**config.mk**
```make
export PLATFORM = sky130hd
export DESIGN_NAME = if_fetch_unit
export DESIGN_NICKNAME = d
export VERILOG_FILES = /design/src/rtl/riscv_pkg.sv /design/src/rtl/if_hold_buf.sv /design/src/rtl/if_fetch_unit.sv
export SDC_FILE = /design/constraint.sdc
export NUM_CORES = 1
export LEC_CHECK = 0
export ABC_AREA = 1
export CAP_MARGIN = 30
export CORE_ASPECT_RATIO = 1.4
export CORE_MARGIN = 2
export CORE_UTILIZATION = 45
export CTS_CLUSTER_SIZE = 12
export DETAILED_ROUTE_END_ITERATION = 12
export GPL_ROUTABILITY_DRIVEN = 0
export PLACE_DENSITY = 0.78
export SYNTH_ARGS = -nofsm -noshare
export SYNTH_HDL_FRONTEND = slang
export SYNTH_SLANG_ARGS = --single-unit
export TNS_END_PERCENT = 20
```
**constraint.sdc**
```tcl
create_clock -name clk -period 1.3 [get_ports clk]
set_clock_uncertainty 0.05 [all_clocks]
set_input_delay 0.26 -clock clk [delete_from_list [all_inputs] [get_ports clk]]
set_output_delay 0.26 -clock clk [all_outputs]
set_load 0.005 [all_outputs]
```
**src/rtl/riscv_pkg.sv**
```systemverilog
// Shared constants for the instruction-fetch path.
package riscv_pkg;

  localparam int unsigned XLEN       = 32;
  localparam logic [31:0] RESET_PC   = 32'h0000_0000;
  localparam int unsigned IMEM_WORDS = 1024;
  localparam logic [31:0] INSTR_NOP  = 32'h0000_0013;
  localparam int unsigned PC_STEP    = 4;

endpackage

```
**src/rtl/if_hold_buf.sv**
```systemverilog
// One-entry {pc, instr} buffer that parks a fetched word while decode stalls.
module if_hold_buf
  import riscv_pkg::*;
#(
  parameter int unsigned W = riscv_pkg::XLEN
) (
  input  logic         clk,
  input  logic         rst_n,
  input  logic         load,
  input  logic         clear,
  input  logic [W-1:0] d_pc,
  input  logic [W-1:0] d_instr,
  output logic         q_valid,
  output logic [W-1:0] q_pc,
  output logic [W-1:0] q_instr
);

  logic         valid_q, valid_d;
  logic [W-1:0] pc_q, pc_d;
  logic [W-1:0] instr_q, instr_d;

  always_comb begin
    valid_d = valid_q;
    pc_d    = pc_q;
    instr_d = instr_q;
    if (clear) begin
      valid_d = 1'b0;
    end else if (load) begin
      valid_d = 1'b1;
      pc_d    = d_pc;
      instr_d = d_instr;
    end
  end

  always_ff @(posedge clk or negedge rst_n) begin
    if (!rst_n) begin
      valid_q <= 1'b0;
      pc_q    <= '0;
      instr_q <= '0;
    end else begin
      valid_q <= valid_d;
      pc_q    <= pc_d;
      instr_q <= instr_d;
    end
  end

  assign q_valid = valid_q;
  assign q_pc    = pc_q;
  assign q_instr = instr_q;

endmodule

```
**src/rtl/if_fetch_unit.sv**
```systemverilog
// Instruction-fetch unit: owns the PC, drives i_mem and hands {pc, instr} to decode
// under a valid/stall handshake, with redirects from execute.
module if_fetch_unit
  import riscv_pkg::*;
#(
  parameter int unsigned       XLEN     = riscv_pkg::XLEN,
  parameter logic [XLEN-1:0]   RESET_PC = riscv_pkg::RESET_PC
) (
  input  logic            clk,
  input  logic            rst_n,
  output logic [XLEN-1:0] imem_addr,
  input  logic [XLEN-1:0] imem_instr,
  input  logic            stall,
  input  logic            redirect_valid,
  input  logic [XLEN-1:0] redirect_pc,
  output logic            if_valid,
  output logic [XLEN-1:0] if_pc,
  output logic [XLEN-1:0] if_instr,
  output logic            misalign_err
);

  logic [XLEN-1:0] pc_q, pc_d;
  logic            rsp_valid_q, rsp_valid_d;
  logic [XLEN-1:0] rsp_pc_q, rsp_pc_d;
  logic            misalign_q, misalign_d;

  logic            hold_load, hold_clear;
  logic            hold_valid;
  logic [XLEN-1:0] hold_pc, hold_instr;

  if_hold_buf #(
    .W (XLEN)
  ) u_hold (
    .clk     (clk),
    .rst_n   (rst_n),
    .load    (hold_load),
    .clear   (hold_clear),
    .d_pc    (rsp_pc_q),
    .d_instr (imem_instr),
    .q_valid (hold_valid),
    .q_pc    (hold_pc),
    .q_instr (hold_instr)
  );

  always_comb begin
    pc_d        = pc_q;
    rsp_valid_d = rsp_valid_q;
    rsp_pc_d    = rsp_pc_q;
    misalign_d  = 1'b0;
    hold_load   = 1'b0;
    hold_clear  = 1'b0;
    if (redirect_valid) begin
      pc_d        = {redirect_pc[XLEN-1:2], 2'b00};
      rsp_valid_d = 1'b0;
      hold_clear  = 1'b1;
      misalign_d  = |redirect_pc[1:0];
    end else if (stall) begin
      // The re-read of pc_q is dropped; a word already in flight is parked instead.
      rsp_valid_d = 1'b0;
      rsp_pc_d    = pc_q;
      hold_load   = rsp_valid_q & ~hold_valid;
    end else begin
      rsp_valid_d = 1'b1;
      rsp_pc_d    = pc_q;
      pc_d        = pc_q + XLEN'(PC_STEP);
      hold_clear  = 1'b1;
    end
  end

  always_ff @(posedge clk or negedge rst_n) begin
    if (!rst_n) begin
      pc_q        <= RESET_PC;
      rsp_valid_q <= 1'b0;
      rsp_pc_q    <= '0;
      misalign_q  <= 1'b0;
    end else begin
      pc_q        <= pc_d;
      rsp_valid_q <= rsp_valid_d;
      rsp_pc_q    <= rsp_pc_d;
      misalign_q  <= misalign_d;
    end
  end

  always_comb begin
    if_valid = 1'b0;
    if_pc    = '0;
    if_instr = '0;
    if (hold_valid) begin
      if_valid = 1'b1;
      if_pc    = hold_pc;
      if_instr = hold_instr;
    end else if (rsp_valid_q) begin
      if_valid = 1'b1;
      if_pc    = rsp_pc_q;
      if_instr = imem_instr;
    end
  end

  assign imem_addr    = pc_q;
  assign misalign_err = misalign_q;

endmodule

```
Yosys cells after proc, flatten, opt, wreduce, memory -nomap -nowiden
Index checks and enable logic that the tools add are counted.

operators by class
  order comparisons = 0
  multiplexer cells = 16
  bitwise gates (word level) = 3
  eq/ne operators = 1
  multiply operators = 0
  div/mod/pow operators = 0
  $add $sub $neg = 1
  shift operators = 0
  reduce and logical (&&, ||, !) cells = 3

operator list
  cell                     number
  $mux W32                 6
  $add A32 B3 Y32 const B  1
  $mux W1                  10
  $ne A2 B1 Y1 const B     1
  $not A1 Y1               2
  $reduce_and A2 Y1        1
  $reduce_bool A2 Y1       1
  $reduce_or A2 Y1         1
  $and A1 B1 Y1            1

word-level totals
  input bits = 68
  bits in latches = 0
  bits in writable memories = 0
  output and inout bits = 98
  ROM bits = 0
  memories = 0
  logic and storage cells = 31
  register bits = 131

Longest topological paths before layout
  depth after elaboration = 6
  depth in mapped cells = 10
  depth with buffers taken out = 10

By module
Synthesis repeated with hierarchy kept, for this count alone.

unflattened totals
  cells, all modules = 940
  area total of the unflattened synthesis = 6826.5 um2

modules (own cells, without submodules)
  module         cells each  area each (um2)  times used  sequential area each (um2)
  if_fetch_unit  658         4217.8           1           1551.5
  if_hold_buf    282         2608.8           1           1626.6

Worst setup path before layout
Ideal clock, no wire load.

  kind = flip-flop to flip-flop
  from = register pc_q[2] (netlist: imem_addr[2])
  to = register pc_q[22] (netlist: imem_addr[22])
  arrival = 1.300 ns
  period minus slack after synthesis = 1.475 ns
  buffers on the path = 1
  setup time = 0.124 ns
  required time = 1.126 ns
  stages on the path, launching flop included = 10
  setup slack = -0.175 ns
  cell sequence = dfrtp_1 -> ha_1 -> nand2_2 -> nor2_4 -> nand2_4 -> nor2_8 -> buf_8 -> nand3_1 -> nand3_1 -> nand3_1

between the ends
  word-level cells in the longest chain between the ends = 3

RTL lines
  what                    line                 text
  start, declared         if_fetch_unit.sv:22  logic [XLEN-1:0] pc_q, pc_d;
  start signal, assigned  if_fetch_unit.sv:77  pc_q <= pc_d;
  $add A32 B3 Y32         if_fetch_unit.sv:65  pc_d = pc_q + XLEN'(PC_STEP);
  $mux W32                if_fetch_unit.sv:57  end else if (stall) begin
  $mux W32                if_fetch_unit.sv:52  if (redirect_valid) begin

No other way between the ends. The select of a mux whose other input is x is not followed.
A chain may end at the register's enable or synchronous reset.

Worst setup path in the final report
  from = register u_hold.valid_q (netlist: u_hold.q_valid)
  to = output if_pc[23]

between the ends
  word-level cells in the longest chain between the ends = 1

RTL lines
  what                    line                 text
  start, declared         if_hold_buf.sv:18    logic valid_q, valid_d;
  start signal, assigned  if_hold_buf.sv:41    valid_q <= valid_d;
  $mux W32                if_fetch_unit.sv:88  if (hold_valid) begin
  end, declared           if_fetch_unit.sv:17  output logic [XLEN-1:0] if_pc,

No other way between the ends.

==> impl_metrics.csv <==
group,metric,value,unit
synthesis,synth_top_flop_cell,"dfrtp_1",
cells_and_area,drive_gt1_share,32.4,%
synthesis,synth_compound_area_share,15.3,%
power_and_ir_drop,peakVddDrop,842,uV
sta,rsz0062_at_grt,"yes",
clock_tree,htreeDepth,4,
outcome,status,"complete, but fails checks",
sta,period_minus_slack,1890,ps
sta,hold_viol_final,0,
placement,place_hpwl,12300,um
drt,vias_per_cell,4.94,
global_route,grt_pass1_vias,6406,
placement,place_inst,1275,
worst_setup_path,crit_end,"if_pc[23]",
worst_setup_path,r2r_start,"u_hold.q_valid",
drt,dr.pass1.iters,5,
worst_setup_path,worstSetupPathType,"flip-flop to output pin",
power_and_ir_drop,leakagePower,5.07,nW
sta,setup_tns,-65160,ps
drt,drtAntennaViolNets,0,
synthesis,synth_top_family_by_area,"simple AND/OR/NAND/NOR gates",
synthesis,yosys_warnings,0,
outcome,violations,"negative setup slack",
worst_setup_path,crit_required,990,ps
clock_tree,root_buffer,"clkbuf_16",
power_and_ir_drop,powerDensity,1220,nW/um2
cells_and_area,ff_latch_area,3140,um2
synthesis,yosysSeqAreaShare,48.5,%
synthesis,syn_avg_cell_area,7.67,um2
floorplan,die_area,15300,um2
synthesis,netlist_instances,841,
clock_tree,insertion_delay,400,ps
floorplan,io_pins,166,
sta,fin_ws,-594,ps
worst_setup_path,startpoint,"u_hold.q_valid",
global_route,grt_pass1_wl,30200,um
global_route,grt_util_met3,3.67,%
worst_setup_path,reg2reg_to,"u_hold.q_instr[20]",
synthesis,synth-edff-count,0,
global_route,top_usage_layer,"met2",
worst_setup_path,crit_path_cell_trace,"nor2_4 > inv_8 > clkbuf_16 > o21ai_2 > buf_2",
drt,drt_iter0_drc,331,
sta,setup_viol,167,
flow_run,cap_violations,0,
global_route,use_met2,42.2,%
worst_setup_path,endpoint_kind,"output pin",
clock_tree,clkTransAtPathRegs,50,ps
clock_tree,cts_buffers,17,
cells_and_area,fillers,1078,
sta,fmax,0.528,GHz
sta,period_share,146,%
worst_setup_path,reg2regPathDepth,9,
floorplan,die_h,146,um
drt,totalWireLength,19000,um
drt,drc,0,
worst_setup_path,crit_fanout,8,
floorplan,die_w,105,um
synthesis,synth-seq-cells,125,
worst_setup_path,cp-start-kind,"flip-flop",
cells_and_area,final_common_cell,"nand2_1",
synthesis,synth_area,6450,um2
worst_setup_path,max_stage_delay,420,ps
cells_and_area,nets,1191,
synthesis,synthXorXnorAreaFrac,1.63,%
cells_and_area,instances_no_fill,1320,
drt,wire_per_inst,14.4,um
cells_and_area,antenna_cells,0,
global_route,antenna_found_initial,0,
synthesis,post_synth_fa_ha_maj_area_fraction,0.194,%
sta,final_max_slew_viol_count,0,
global_route,overflow,0,
cells_and_area,final_cell_mix,"nand2_1 (270), dfrtp_1 (116), buf_4 (112)",
worst_setup_path,cpMaxStageDelayCell,"dfrtp_2",
synthesis,synth_mux_area_share,0,%
floorplan,core_area,14000,um2
global_route,grt_use_met1,30.8,%
placement,placed_cell_area,9090,um2
drt,via_count,6520,
cells_and_area,fin_area,9950,um2
min_path,hold_class,"primary input to async pin",
placement,port_buffers,161,
cells_and_area,area_delta_synth_final,54.3,%
global_route,grtUsageTotal,24.4,%
clock_tree,clock_path_buffers,2,
clock_tree,clkSinkCount,125,
clock_tree,cts_tree,"yes",
floorplan,initial_core_util,46.2,%
global_route,grt_max_degree,89,
synthesis,yosys.area_share.simple,23.6,%
worst_setup_path,reg2reg_slack,-490,ps
cells_and_area,multi_input_area,2980,um2
worst_setup_path,critPathArrivalTime,1580,ps
floorplan,rows,51,
synthesis,async_flop_share,100,%
cells_and_area,postLayoutCoreUtil,71.2,%
synthesis,synth_cell_type_count,33,
## layout make-up
type	count	share of cell area, %
clock buffers	20	4.59
clock inverters	12	1.21
flip-flops and latches	125	31.5
repair buffers	305	26.1
well taps	185	2.33
repair inverters	1	0.0629
inverters	110	4.26
multi-input cells	562	29.9
## registers in the layout, summed over array words and instances (netlist names)
name,cells
u_hold.q_instr,32
imem_addr,30
rsp_pc_q,30
u_hold.q_pc,30
misalign_err,1
rsp_valid_q,1
u_hold.q_valid,1
## timing repair
action | in CTS | in global routing
buffers inserted | 0 | 3
gates cloned | 2 | 8
setup endpoints to repair | 180 | 179
resized for setup | 389 | 131
hold endpoints to repair | 125 | 0
hold buffers | 1 | 0
pin swaps | 2 | 6
## through the flow
| stage | power (mW) | worst slack, ps | hold WS, ps |
|---|---|---|---|
| after detailed placement | 7.46 | -623 | 40.3 |
| after global placement | 7.36 | -616 | 38.6 |
| after CTS | 12.1 | -642 | 157 |
| final | 12.1 | -594 | 171 |
| after global routing | 12.8 | -644 | 185 |
| after floorplan | 5.93 | -175 | -85.6 |
## logic make-up after synthesis
| group | Yosys count |
|---|---|
| other cells | 1 |
| fa+ha+maj | 1 |
| xor+xnor | 12 |
| buf+inv | 157 |
| simple gates | 358 |
| compound gates | 187 |
| flops | 125 |
## cells in the mapped netlist (4+ instances only)
| library cell | instances | share of area, % |
|---|---|---|
| a22oi_1 | 11 | 1.3 |
| buf_2 | 6 | 0.47 |
| buf_4 | 6 | 0.70 |
| buf_6 | 8 | 1.4 |
| clkbuf_1 | 24 | 1.4 |
| dfrtp_1 | 125 | 48 |
| inv_1 | 105 | 6.1 |
| inv_2 | 5 | 0.29 |
| nand2_1 | 270 | 16 |
| nand2_2 | 6 | 0.58 |
| nand3_1 | 34 | 2.6 |
| nand4_1 | 7 | 0.68 |
| nor2_1 | 26 | 1.5 |
| nor2_2 | 4 | 0.39 |
| nor2_4 | 6 | 1.0 |
| o21ai_0 | 126 | 9.8 |
| o21ai_1 | 39 | 3.0 |
| xnor2_1 | 4 | 0.54 |
| xor2_1 | 8 | 1.1 |
## worst max-delay path: cells and delay by family, from the launching register on
kind            cells  cell delay (ps)
compound gates      1              130
buf+inv             3              420
flops               1              420
simple gates        1              200
## power breakdown
group	leakage [nW]	total (mW)	switching (mW)	internal [mW]
combinational	3.24	2.64	1.28	1.36
sequential	1.56	4.92	0.392	4.53
clock	0.277	4.58	1.68	2.90
total	5.07	12.1	3.35	8.78
## how the worst min path moves through the flow
| stage | end | slack, ps |
|---|---|---|
| 2_1_floorplan | imem_addr[10] | -90 |
| 3_3_place_gp | misalign_err | 40 |
| 3_5_place_dp | rsp_pc_q[9] | 40 |
| 4_1_cts | rsp_pc_q[9] | 160 |
| 5_1_grt | rsp_pc_q[9] | 190 |
| 6_report | rsp_pc_q[10] | 170 |
## layer usage
layer  wire length (um)  up-vias
li1                   -     3223
met1               7860     3053
met2               9860      209
met3                871       35
met4                431        0
met5                  0        -
No activity file was read; power rests on OpenSTA's default activity.
